==> src/rtl/register_bank_v2.sv <==
// Parametrised 2-read / 1-write register file with optional write-to-read
// bypass, hardwired-zero R0 and optionally registered read outputs.
module register_bank_v2 #(
  parameter int DATA_W  = 32,
  parameter int ADDR_W  = 2,
  parameter bit ZERO_R0 = 1'b0,
  parameter bit BYPASS  = 1'b1,
  parameter bit RD_REG  = 1'b0
) (
  input  logic              clk,
  input  logic              rst,
  input  logic [ADDR_W-1:0] sr1,
  input  logic [ADDR_W-1:0] sr2,
  input  logic              rdEn,
  input  logic [ADDR_W-1:0] dr,
  input  logic [DATA_W-1:0] wrData,
  input  logic              write,
  output logic [DATA_W-1:0] rdData1,
  output logic [DATA_W-1:0] rdData2
);

  localparam int DEPTH = 1 << ADDR_W;

  logic [DATA_W-1:0] regs [DEPTH];
  logic              wr_accept;
  logic [DATA_W-1:0] rv1;
  logic [DATA_W-1:0] rv2;

  // A write to R0 is discarded when R0 is hardwired to zero.
  assign wr_accept = write && !(ZERO_R0 && (dr == '0));

  always_ff @(posedge clk) begin
    if (rst) begin
      for (int i = 0; i < DEPTH; i++) begin
        regs[i] <= '0;
      end
    end else if (wr_accept) begin
      regs[dr] <= wrData;
    end
  end

  // Zero-R0 has precedence over bypass, bypass over stored contents.
  always_comb begin
    rv1 = regs[sr1];
    if (BYPASS && write && (sr1 == dr)) rv1 = wrData;
    if (ZERO_R0 && (sr1 == '0))         rv1 = '0;
  end

  always_comb begin
    rv2 = regs[sr2];
    if (BYPASS && write && (sr2 == dr)) rv2 = wrData;
    if (ZERO_R0 && (sr2 == '0))         rv2 = '0;
  end

  generate
    if (RD_REG) begin : g_rd_reg
      always_ff @(posedge clk) begin
        if (rst) begin
          rdData1 <= '0;
          rdData2 <= '0;
        end else if (rdEn) begin
          rdData1 <= rv1;
          rdData2 <= rv2;
        end
      end
    end else begin : g_rd_comb
      logic unused_rden;
      assign unused_rden = rdEn;
      assign rdData1     = rv1;
      assign rdData2     = rv2;
    end
  endgenerate

endmodule

==> config.mk <==
export PLATFORM = sky130hd
export DESIGN_NAME = register_bank_v2
export DESIGN_NICKNAME = d
export VERILOG_FILES = /design/src/rtl/register_bank_v2.sv
export SDC_FILE = /design/constraint.sdc
export NUM_CORES = 1
export LEC_CHECK = 0
export BUFFER_PORTS_ARGS = -buffer_cell sky130_fd_sc_hd__buf_4
export CAP_MARGIN = 30
export CORE_ASPECT_RATIO = 1.2
export CORE_UTILIZATION = 58
export CTS_BUF_LIST = sky130_fd_sc_hd__clkbuf_16
export DETAILED_ROUTE_END_ITERATION = 10
export GPL_TIMING_DRIVEN = 0
export PLACE_DENSITY = 0.79
export SYNTH_ARGS = -nofsm -noshare
export SYNTH_HDL_FRONTEND = slang
export SYNTH_SLANG_ARGS = --single-unit
==> constraint.sdc <==
create_clock -name clk -period 2.01 [get_ports clk]
set_clock_uncertainty 0.2 [all_clocks]
set_input_delay 0.3015 -clock clk [delete_from_list [all_inputs] [get_ports clk]]
set_output_delay 0.3015 -clock clk [all_outputs]
set_load 0.005 [all_outputs]
==> flow_metrics.env <==
export IMPL_power_density_nw_per_um2=841
export IMPL_dp_hpwl_mm=10.2
export IMPL_largest_reg_flops=128
export IMPL_status="complete, but fails checks"
export IMPL_synth_fa_ha_area_share_pct=0
export IMPL_synth_nets=475
export IMPL_final_nets=602
export IMPL_multi_input_area_um2=3340
export IMPL_grt_start_max_net_pins=33
export IMPL_max_cap_violations=0
export IMPL_crit_type="flop to primary output"
export IMPL_netlist_area_um2=7370
export IMPL_ys_ff_latch=128
export IMPL_synth_seq_area_share_pct=52.1
export IMPL_tns_ps=-9800
export IMPL_core_area_um2=12200
export IMPL_dp_cells=695
export IMPL_yosys_warnings=0
export IMPL_slew_headroom_pct=60.9
export IMPL_syn_inst=433
export IMPL_die_x_um=105
export IMPL_p_int_mw=6.05
export IMPL_grt_pass1_wl_mm=26.3
export IMPL_synth_simple_gate_area_share_pct=12.0
export IMPL_layout_drive_gt1_share_pct=50.3
export IMPL_yosys_area_top_type="edfxtp_1"
export IMPL_failed_checks="negative setup slack"
export IMPL_cts_tree="built"
export IMPL_wl_mm=16.7
export IMPL_cts_htree_levels=4
export IMPL_swShare_pct=22.4
export IMPL_regArea_um2=3840
export IMPL_hold_class="input port to flop"
export IMPL_wl_per_cell_um=22.8
export IMPL_initial_core_util_pct=60.3
export IMPL_path_clk_slew_ps=60
export IMPL_min_period_ps=2210
export IMPL_reg_top3="regs: 128 flops"
export IMPL_synth_top_family_by_area="multiplexers"
export IMPL_p_clk_share_pct=38.4
export IMPL_globalplace_congestion=0.751
export IMPL_synthDistinctLibCells=17
export IMPL_final_cells=734
export IMPL_numCtsBuffers=17
export IMPL_worstPathRequired_ps=1510
export IMPL_p_switching_mw=1.74
export IMPL_clock_path_buffers=2
export IMPL_ios=106
export IMPL_drc=0
export IMPL_grt_setup_unrepaired="yes"
export IMPL_grt_pass1_vias=4691
export IMPL_syn_to_final_growth_pct=25.6
export IMPL_port_buffers=100
export IMPL_synth_mux_area_share_pct=32.4
export IMPL_grt_antenna_before_repair=0
export IMPL_critPathMaxFanout=2
export IMPL_setup_violations=64
export IMPL_first_iter_violations=236
export IMPL_final_cell_mix="128 x and2_1, 128 x edfxtp_1, 72 x buf_6"
export IMPL_setup_ws_ps=-201
export IMPL_fill_cells=744
export IMPL_clock_sinks=128
export IMPL_root_buffer="clkbuf_16"
export IMPL_worst_setup_path_start_kind="flop"
export IMPL_finalHoldViolations=0
export IMPL_period_share_pct=110
export IMPL_cellLeakagePower_nw=3.67
export IMPL_comb_power_share_pct=19.9
export IMPL_synth_top_area_share_pct=52.1
export IMPL_place_ws_ps=-533
export IMPL_crit_path_end_kind="primary output"
export IMPL_row_count=44
export IMPL_arrival_ps=1710
export IMPL_synth_area_per_cell_um2=17.0
export IMPL_top_register="regs"
export IMPL_max_clock_freq_ghz=0.452
export IMPL_first_pass_iters=6
export IMPL_dieHeight_um=126
export IMPL_ant_nets=0
export IMPL_antenna_cells=0
export IMPL_grt_util_all_layers_pct=27.3
export IMPL_vias=4430
export IMPL_slew_viol_final=0
export IMPL_viasPerCell=6.04
export IMPL_yosys_top_cells_area="edfxtp_1 52%, mux4_2 20%, mux2_4 12%"
export IMPL_synth_compound_area_share_pct=0.119
export IMPL_worstMarginPinSlew_ps=582
export IMPL_die_area_um2=13200
export IMPL_grt_overflow=0
export IMPL_peakVddDrop_uv=570
export IMPL_synth_xor_area_share_pct=0.475
export IMPL_pwr_share_seq_pct=41.6
## layout make-up
cell class / instances / share of cell area [%]
buffer: 34 / 2.46
multi-input combinational: 271 / 36.0
tap: 161 / 2.17
timing repair buffer: 108 / 11.6
clock buffer: 17 / 4.59
sequential: 128 / 41.5
clock inverter: 15 / 1.65
## through the flow
| step | util [%] | hold slack, ps | area (um2) | power (mW) |
|---|---|---|---|---|
| after floorplan | - | 300 | 7370 | 4.09 |
| after global placement | 68.1 | 413 | 8320 | 4.62 |
| after detailed placement | 68.3 | 422 | 8340 | 4.67 |
| after CTS | 75.7 | 0.950 | 9250 | 7.82 |
| after global routing | 75.8 | 7.79 | 9260 | 8.04 |
| final | 75.8 | 11.9 | 9260 | 7.79 |
## logic make-up (layout without fill, tap and decap cells)
kind of cell	Yosys count	after routing
AOI/OAI and AO/OA	1	1
buffers and inverters	34	174
xor gates and xnor gates	4	4
and+or+nand+nor	138	138
muxes	128	128
DFF	128	128
## cells in the mapped netlist
master    instances
nand2b_1          1
mux2_4           60
buf_6             8
mux4_2           64
or2_2             3
nor3_1            1
and2_1          128
edfxtp_1        128
buf_2             4
nor3b_2           2
buf_4             6
nor2b_1           1
a31o_2            1
xnor2_1           4
mux2_2            4
clkbuf_1         16
nand3_2           2
## power by group through the flow
stage | logic (mW) | clock network (mW) | registers (mW)
global placement | 1.35 | 0 | 3.27
detailed placement | 1.37 | 0 | 3.29
floorplan | 0.829 | 0 | 3.26
global route | 1.64 | 3.14 | 3.26
finish | 1.55 | 3.00 | 3.24
CTS | 1.55 | 3.02 | 3.24
## worst max-delay path, cell delays in order, from the launching register on
cell and delay [ps]:
edfxtp_1 390, mux4_2 500, mux2_4 280, buf_6 120
## routing by layer
metal	GRT usage [%]	part of all wire (%)	vias up	wire length, um
li1	-	-	1942	-
met1	35.5	40	2313	6690
met2	46.7	53	158	8910
met3	5.63	5.5	17	919
met4	7.87	1.1	0	192
met5	0	0	-	0
## path summary, 6_finish.rpt
| check | start | endpoint | slack, ps | cells after the start |
|---|---|---|---|---|
| setup / recovery | regs[3][2] | rdData1[2] | -200 | 3 |
| hold / removal | wrData[3] | regs[2][3] | 10 | 2 |
## timing repair
action / in CTS / in global routing
endpoints found under the hold margin: 7 / 0
pin swaps: 0 / 1
gates resized for setup: 78 / 0
buffers inserted: 0 / 2
setup endpoints to repair: 116 / 64
hold buffers: 5 / 0
No activity file was read; power rests on OpenSTA's default activity.
